<file path="src/rtl/adder_arb_pkg.sv">
// Shared types for the two-requester adder arbiter: default width, FSM states, requester id.
package adder_arb_pkg;
    localparam int WIDTH_DEF = 16;

    typedef enum logic [1:0] {
        IDLE = 2'd0,
        EXEC = 2'd1,
        RESP = 2'd2
    } state_t;

    typedef logic req_id_t;
endpackage

</file>
<file path="src/rtl/adder_arb_rr.sv">
// Combinational two-way round-robin picker: on contention the requester not granted last wins.
module adder_arb_rr
    import adder_arb_pkg::*;
(
    input  logic [1:0] valid,
    input  req_id_t    last_grant,
    output req_id_t    grant,
    output logic       grant_valid
);
    always_comb begin
        grant_valid = |valid;
        if (valid == 2'b11) grant = ~last_grant;
        else                grant = valid[0] ? 1'b0 : 1'b1;
    end
endmodule

</file>
<file path="src/rtl/adder_arbiter.sv">
// Arbitrates two requesters onto one external sixteenbit_adder (IDLE -> EXEC -> RESP).
// Optional ADDER_ARB_STATS_EN adds saturating grant/overflow counters.
module adder_arbiter
    import adder_arb_pkg::*;
#(
    parameter int WIDTH = WIDTH_DEF
) (
    input  logic             clk,
    input  logic             rst,
    input  logic [1:0]       req_valid,
    output logic [1:0]       req_ready,
    input  logic [WIDTH-1:0] req_a0,
    input  logic [WIDTH-1:0] req_b0,
    input  logic [WIDTH-1:0] req_a1,
    input  logic [WIDTH-1:0] req_b1,
    output logic [1:0]       resp_valid,
    input  logic [1:0]       resp_ready,
    output logic [WIDTH-1:0] resp_sum,
    output logic             resp_ovf,
    output logic [WIDTH-1:0] add_a,
    output logic [WIDTH-1:0] add_b,
    input  logic [WIDTH-1:0] add_f,
    input  logic             add_ovf,
    output logic             busy
`ifdef ADDER_ARB_STATS_EN
    ,
    output logic [15:0]      grant_cnt0,
    output logic [15:0]      grant_cnt1,
    output logic [15:0]      ovf_cnt
`endif
);
    state_t  state, state_nxt;
    req_id_t last_grant, owner, pick;
    logic    pick_valid, accept;

    adder_arb_rr u_rr (
        .valid       (req_valid),
        .last_grant  (last_grant),
        .grant       (pick),
        .grant_valid (pick_valid)
    );

    // Everything is gated by rst so a reset cycle never shows a handshake.
    always_comb begin
        state_nxt  = state;
        accept     = 1'b0;
        req_ready  = 2'b00;
        resp_valid = 2'b00;
        busy       = 1'b0;
        if (!rst) begin
            case (state)
                IDLE: begin
                    if (pick_valid) begin
                        accept         = 1'b1;
                        req_ready[pick] = 1'b1;
                        state_nxt      = EXEC;
                    end
                end
                EXEC: begin
                    busy      = 1'b1;
                    state_nxt = RESP;
                end
                RESP: begin
                    busy              = 1'b1;
                    resp_valid[owner] = 1'b1;
                    if (resp_ready[owner]) state_nxt = IDLE;
                end
                default: state_nxt = IDLE;
            endcase
        end
    end

    always_ff @(posedge clk) begin
        if (rst) begin
            state      <= IDLE;
            last_grant <= 1'b1;
            owner      <= 1'b0;
            add_a      <= '0;
            add_b      <= '0;
            resp_sum   <= '0;
            resp_ovf   <= 1'b0;
        end else begin
            state <= state_nxt;
            if (accept) begin
                last_grant <= pick;
                owner      <= pick;
                add_a      <= pick ? req_a1 : req_a0;
                add_b      <= pick ? req_b1 : req_b0;
            end
            if (state == EXEC) begin
                resp_sum <= add_f;
                resp_ovf <= add_ovf;
            end
        end
    end

`ifdef ADDER_ARB_STATS_EN
    always_ff @(posedge clk) begin
        if (rst) begin
            grant_cnt0 <= '0;
            grant_cnt1 <= '0;
            ovf_cnt    <= '0;
        end else begin
            if (accept && !pick && grant_cnt0 != 16'hFFFF) grant_cnt0 <= grant_cnt0 + 16'd1;
            if (accept &&  pick && grant_cnt1 != 16'hFFFF) grant_cnt1 <= grant_cnt1 + 16'd1;
            if (state == EXEC && add_ovf && ovf_cnt != 16'hFFFF) ovf_cnt <= ovf_cnt + 16'd1;
        end
    end
`endif
endmodule

</file>
<file path="config.mk">
export PLATFORM = sky130hd
export DESIGN_NAME = adder_arbiter
export DESIGN_NICKNAME = d
export VERILOG_FILES = /design/src/rtl/adder_arb_pkg.sv /design/src/rtl/adder_arb_rr.sv /design/src/rtl/adder_arbiter.sv
export SDC_FILE = /design/constraint.sdc
export NUM_CORES = 1
export LEC_CHECK = 0
export CAP_MARGIN = 20
export CORE_ASPECT_RATIO = 1.1
export CORE_MARGIN = 2
export CORE_UTILIZATION = 61
export DETAILED_ROUTE_END_ITERATION = 8
export DONT_BUFFER_PORTS = 1
export GPL_TIMING_DRIVEN = 0
export HOLD_SLACK_MARGIN = 0.1
export PLACE_DENSITY = 0.81
export SETUP_SLACK_MARGIN = 0.2
export SYNTH_ARGS = -nofsm -noshare
export SYNTH_HDL_FRONTEND = slang
export SYNTH_HIERARCHICAL = 1
export SYNTH_SLANG_ARGS = --single-unit
</file>
<file path="constraint.sdc">
create_clock -name clk -period 2 [get_ports clk]
set_input_delay 0.2 -clock clk [delete_from_list [all_inputs] [get_ports clk]]
set_output_delay 0.2 -clock clk [all_outputs]
set_load 0.02 [all_outputs]
</file>
==> flow_metrics.py, run 1 <==
metrics = {
    "setup_path": {
        "crit_chain": "inv_1 -> ha_1 -> nand2_1 -> nor3_2",
        "crit_family": "simple AND/OR/NAND/NOR gates",
        "cp.required_ps": 1800,
        "cp-end-kind": "primary output",
        "critPathMaxFanout": 5,
        "crit_arrival_ps": 1520,
        "crit_slowest_cell": "dfxtp_1",
        "critPathKind": "flip-flop to primary output",
        "start_kind": "flip-flop",
        "critPathBufInv": 1,
        "cp_slowest_stage_delay_ps": 340,
    },
    "route": {
        "vias_per_cell": 5.85,
        "drt-total-wl_mm": 5.58,
        "drc": 0,
        "firstDrtPassIters": 4,
        "drt_iter0_drc": 53,
        "wl_per_cell_microns": 17.7,
        "vias": 1842,
        "antenna_left": 0,
    },
    "logic_synthesis": {
        "synth_compound_area_share_pct": 11.4,
        "syn_avg_cell_area_sq_um": 9.81,
        "syn-num-nets": 331,
        "yosysUniqueCellTypes": 25,
        "seq_area_frac_synth_pct": 45.3,
        "synth_top_family_by_area": "multiplexers",
        "synth-adder-area-share_pct": 2.67,
        "synth-xor-area-share_pct": 0,
        "syn-cell-area_sq_um": 2340,
        "synth-simple-area-share_pct": 13.7,
        "ys_ff_latch": 53,
        "synth_mux_area_share_pct": 21.6,
        "yosys_warnings": 6,
        "synth_cells": 239,
    },
    "clocking": {
        "cts_root_buf": "clkbuf_8",
        "cts-htree-levels": 2,
        "ctsLongestPathBuffers": 2,
        "cts_buffers": 5,
        "path_clk_slew_ps": 80,
        "clock_sinks": 53,
        "clk_latency_ps": 310,
        "cts_setup_buffers": 0,
        "cts_tree": "yes",
    },
    "floorplan": {
        "dieArea_sq_um": 4360,
        "core_sq_um": 3650,
        "rows": 23,
        "chipHeight_microns": 69.0,
        "io_pins": 141,
        "start_util_pct": 64.2,
        "die_w_microns": 63.1,
    },
    "sta": {
        "fin_crit_ps": 1720,
        "finalHoldViolCount": 0,
        "rsz0062_at_grt": "true",
        "fmax_ghz": 0.582,
        "worst_slew_pin_slew_ps": 454,
        "period_share_pct": 85.9,
        "setup_viol": 0,
        "slew_headroom_pct": 69.7,
        "maxSlewViolCount": 0,
        "fin_tns_setup_ps": 0,
        "fin_skew_ps": 9.06,
    },
    "placed_design": {
        "placed_area_sq_um": 2410,
        "place_hpwl_mm": 3.71,
        "io_buffers": 0,
        "gp_congestion": 0.779,
    },
    "grt": {
        "grt_max_degree": 17,
        "grt_antenna_before_repair": 0,
        "track_usage_pct": 26.2,
        "gr-total-overflow": 0,
        "grt_pass1_vias": 1799,
        "grt_pass1_wl_mm": 9.07,
    },
    "flow_run": {
        "max_cap_viol_count": 0,
    },
    "run_status": {
        "status": "complete, no violations",
    },
    "final_layout": {
        "areaGrowthSynthToFinish_pct": 17.2,
        "n_antenna_cell": 0,
        "drive_above_1_share_pct": 11.7,
        "fin_area_sq_um": 2750,
        "fin_nets": 356,
        "fillers": 275,
    },
    "power_and_ir_drop": {
        "leakagePower_nw": 1.17,
        "p_per_area_nw_per_um2": 1580,
        "power_mw": 4.33,
        "ir_drop_v": 0.000839,
    },
    "min_path": {
        "hold_path_class": "input port to flip-flop",
    },
}
[layout by cell type (no fill, tap or decap), types with 2 or more instances in the layout]
master,instances
mux2i_1,49
clkbuf_8,5
nor2b_1,3
ha_1,5
nor2_1,49
a31oi_1,2
nor3_2,2
a21oi_1,2
nand2_1,4
buf_4,8
a211oi_1,31
dfxtp_1,53
or4_1,2
buf_2,8
bufinv_16,2
nor4bb_1,2
dlygate4sd3_1,18
nand3_1,4
inv_1,4
[cells in the mapped netlist]
master | instances | share of area, %
nand2_1 | 4 | 0.64
a211oi_1 | 32 | 10
nor4bb_1 | 2 | 0.85
nor2b_1 | 3 | 0.80
a21oi_1 | 2 | 0.43
nor3b_2 | 1 | 0.53
o21ai_1 | 1 | 0.21
and2_1 | 1 | 0.27
buf_1 | 1 | 0.16
mux2_4 | 1 | 0.64
nor2_1 | 49 | 7.8
nand2b_1 | 1 | 0.27
buf_2 | 8 | 1.7
or4_1 | 2 | 0.64
dfxtp_1 | 53 | 45
ha_1 | 5 | 2.7
mux2i_1 | 49 | 21
nor3b_1 | 1 | 0.32
a31oi_1 | 2 | 0.53
nor3_1 | 2 | 0.43
nand3_1 | 4 | 0.85
inv_1 | 4 | 0.64
buf_4 | 8 | 2.6
or2_1 | 1 | 0.27
clkbuf_1 | 2 | 0.32
[timing repair]
action	CTS	global route
hold endpoints to repair	18	0
gates resized for setup	2	5
setup endpoints to repair	2	7
hold buffers	18	0
pin swaps	0	0
[per-layer routing]
| layer | vias to the layer above | routed length [microns] | share of wire [%] | GRT usage (%) |
|---|---|---|---|---|
| li1 | 894 | - | - | - |
| met1 | 834 | 2200 | 39 | 30.0 |
| met2 | 107 | 2720 | 49 | 43.5 |
| met3 | 7 | 591 | 11 | 11.6 |
| met4 | 0 | 71 | 1.3 | 8.15 |
| met5 | - | 0 | 0 | 0 |
[final timing paths]
check                           from                      end  slack [ps]  cells after the start
min reg2reg  last_grant$_SDFFE_PP1P_  last_grant$_SDFFE_PP1P_         480                      2
max reg2reg    state[0]$_SDFFE_PP0P_   add_a[10]$_SDFFE_PP0P_         340                      6
max            state[0]$_SDFFE_PP0P_             req_ready[0]         280                      4
min                              rst    state[0]$_SDFFE_PP0P_         110                      3
[where the power goes]
part	switching (mW)	internal [mW]	total, mW
Combinational	0.801	0.610	1.41
Clock	0.339	0.497	0.836
Sequential	0.665	1.42	2.08
[layout make-up]
type | instances | area, sq um | share of cell area, %
well taps | 50 | 62.6 | 2.28
flip-flops and latches | 53 | 1060 | 38.6
plain buffers | 19 | 113 | 4.10
multi-input cells | 163 | 1180 | 43.1
clock buffers | 5 | 68.8 | 2.50
inverters | 4 | 15.0 | 0.546
clock inverters | 3 | 65.1 | 2.37
repair buffers | 18 | 180 | 6.55
[through the flow]
stage	std cells	utilization [%]	worst slack, ps	hold WS [ps]
6_report	315	75.2	283	110
5_1_grt	315	75.2	161	119
4_1_cts	315	74.7	259	100
3_5_place_dp	289	65.9	314	363
3_3_place_gp	289	65.9	360	353
2_1_floorplan	239	-	498	347
[worst min-delay path: stages]
cell and delay [ps]:
nor2b_1 30, nand3_1 70, nand3_1 60
[cell families (layout without fill, tap and decap cells)]
logic type | count (synthesis) | count (layout)
compound gates | 37 | 37
fa+ha+maj | 5 | 5
buf+inv | 23 | 49
flops | 53 | 53
mux | 50 | 50
simple gates | 71 | 71
[flip-flops by register name, indices dropped and copies added, names as in the netlist]
register and flops:
add_a 16, add_b 16, resp_sum 16, state 2
last_grant 1, owner 1, resp_ovf 1
Note: power is estimated with default switching activity, not from simulation.
==> run 2, diff against run 1 <==
--- a/config.mk
+++ b/config.mk
@@ -6,7 +6,7 @@
 export NUM_CORES = 1
 export LEC_CHECK = 0
 export CAP_MARGIN = 20
-export CORE_ASPECT_RATIO = 1.1
+export CORE_ASPECT_RATIO = 0.7
 export CORE_MARGIN = 2
 export CORE_UTILIZATION = 61
 export DETAILED_ROUTE_END_ITERATION = 8
@@ -14,6 +14,7 @@
 export GPL_TIMING_DRIVEN = 0
 export HOLD_SLACK_MARGIN = 0.1
 export PLACE_DENSITY = 0.81
+export RECOVER_POWER = 50
 export SETUP_SLACK_MARGIN = 0.2
 export SYNTH_ARGS = -nofsm -noshare
 export SYNTH_HDL_FRONTEND = slang
==> flow_metrics.py, run 2 (synthesis gave the netlist of run 1 again) <==
metrics = {
    "route": {
        "vias_per_cell": 5.70,
        "wl_per_cell_microns": 17.7,
        "drt-met1-wl_mm": 2.37,
        "drc": 0,
        "wl_met3_microns": 574,
        "met2WireLength_mm": 2.58,
        "vias": 1796,
        "firstDrtPassIters": 4,
        "antenna_left": 0,
        "drt-total-wl_mm": 5.59,
        "highest_layer": "met4",
        "drt_iter0_drc": 72,
    },
    "grt": {
        "gr-total-overflow": 0,
        "grt_pass1_wl_mm": 8.67,
        "grt_pass1_vias": 1787,
        "grt_antenna_before_repair": 0,
        "grt_max_degree": 16,
        "track_usage_pct": 25.2,
    },
    "placed_design": {
        "place_inst": 289,
        "gp_congestion": 0.876,
        "placed_area_sq_um": 2410,
        "io_buffers": 0,
        "place_hpwl_mm": 3.80,
    },
    "setup_path": {
        "crit_slowest_cell": "dfxtp_1",
        "critPathMaxFanout": 5,
        "critPathCapture": "req_ready[0]",
        "worstRegToRegCells": 6,
        "cp.required_ps": 1800,
        "cp.depth": 4,
        "startpoint": "state[0]$_SDFFE_PP0P_",
        "crit_family": "simple AND/OR/NAND/NOR gates",
        "r2r-end": "add_a[7]$_SDFFE_PP0P_",
        "crit_arrival_ps": 1570,
        "start_kind": "flip-flop",
        "critPathBufInv": 1,
        "r2r_slack_ps": 360,
        "rr_startpoint": "state[0]$_SDFFE_PP0P_",
        "critPathKind": "flip-flop to primary output",
        "cp_slowest_stage_delay_ps": 350,
        "crit_chain": "inv_1 -> ha_1 -> nand2_1 -> nor3_2",
        "cp-end-kind": "primary output",
    },
    "clocking": {
        "cts_root_buf": "clkbuf_8",
        "cts_buffers": 5,
        "clock_sinks": 53,
        "ctsLongestPathBuffers": 2,
        "cts_tree": "yes",
        "clk_latency_ps": 300,
        "path_clk_slew_ps": 80,
        "cts-htree-levels": 2,
    },
    "sta": {
        "fin_crit_ps": 1770,
        "setup_viol": 0,
        "period_share_pct": 88.3,
        "worst_slew_pin_slew_ps": 441,
        "finalHoldViolCount": 0,
        "fin_skew_ps": 6.87,
        "slew_headroom_pct": 70.6,
        "rsz0062_at_grt": "true",
        "fin_hold_ws_ps": 112,
        "fmax_ghz": 0.566,
        "maxSlewViolCount": 0,
        "fin_tns_setup_ps": 0,
    },
    "final_layout": {
        "fin_nets": 356,
        "layout_common_cells": "dfxtp_1 (53), mux2i_1 (49), nor2_1 (49), a211oi_1 (31), dlygate4sd3_1 (18)",
        "drive_above_1_share_pct": 11.7,
        "fin_area_sq_um": 2720,
        "fin_cells": 315,
        "areaGrowthSynthToFinish_pct": 15.8,
        "final_common_cell": "dfxtp_1",
        "multi_input_comb_area_sq_um": 1180,
        "fillers": 260,
        "largestRegisters": "add_a: 16 flops, add_b: 16 flops, resp_sum: 16 flops",
        "n_antenna_cell": 0,
        "seq_area_sq_um": 1060,
    },
    "run_status": {
        "status": "complete, no violations",
    },
    "power_and_ir_drop": {
        "leakagePower_nw": 1.16,
        "ir_drop_v": 0.000963,
        "p_per_area_nw_per_um2": 1520,
    },
    "min_path": {
        "hold_path_class": "input port to flip-flop",
    },
    "flow_run": {
        "max_cap_viol_count": 0,
    },
    "floorplan": {
        "core_sq_um": 3600,
        "io_pins": 141,
        "die_w_microns": 78.1,
        "rows": 18,
        "start_util_pct": 65.1,
        "chipHeight_microns": 55.9,
        "dieArea_sq_um": 4360,
    },
}
run 2: changes by cell type in the layout (fill, tap and decap cells not counted), sizes merged:
cell    change
clkbuf      +2
bufinv      -2
run 2: area by class of cell:
type	count	share of cell area [%]
tap	50	2.30
inverter	4	0.553
sequential	53	39.1
buffer	19	4.15
timing repair buffer	18	6.63
multi-input combinational	163	43.6
clock buffer	7	3.55
clock inverter	1	0.184
run 2: worst min path at each step:
stage	startpoint	to	slack, ps	depth (start not counted)
6_report	rst	state[0]$_SDFFE_PP0P_	110	3
5_1_grt	rst	state[0]$_SDFFE_PP0P_	120	3
4_1_cts	rst	state[0]$_SDFFE_PP0P_	110	3
3_5_place_dp	add_f[4]	resp_sum[4]$_SDFFE_PP0N_	360	2
3_3_place_gp	add_f[4]	resp_sum[4]$_SDFFE_PP0N_	350	2
2_1_floorplan	add_f[10]	resp_sum[10]$_SDFFE_PP0N_	350	2
run 2: per-layer routing:
| metal | global-route usage (%) | vias to the layer above |
|---|---|---|
| met5 | 0 | - |
| met2 | 41.1 | 100 |
| li1 | - | 892 |
| met3 | 10.7 | 7 |
| met4 | 6.77 | 0 |
| met1 | 30.7 | 797 |
run 2: what timing repair did:
action                                  in CTS  in global routing
hold endpoints to repair                    18                  0
setup buffers                                0                  0
hold buffers                                18                  0
resized for setup                            2                  5
endpoints found under the setup margin       2                 13
pin swaps                                    0                  0
run 2: tightest hold or removal path: stages:
cell,delay [ps]
nor2b_1,30
nand3_1,70
nand3_1,60
run 2: stage by stage:
stage	power (mW)	setup slack, ps	util [%]
floorplan	3.14	498	-
global placement	3.38	352	66.8
detailed placement	3.44	288	66.8
CTS	4.10	222	74.9
global route	4.40	123	75.4
finish	4.13	235	75.4
run 2: power by group:
part | switching [mW] | leakage [nW] | internal [mW]
Combinational | 0.803 | 0.663 | 0.611
Clock | 0.332 | 0.0542 | 0.313
Sequential | 0.655 | 0.438 | 1.42
Total | 1.79 | 1.16 | 2.34
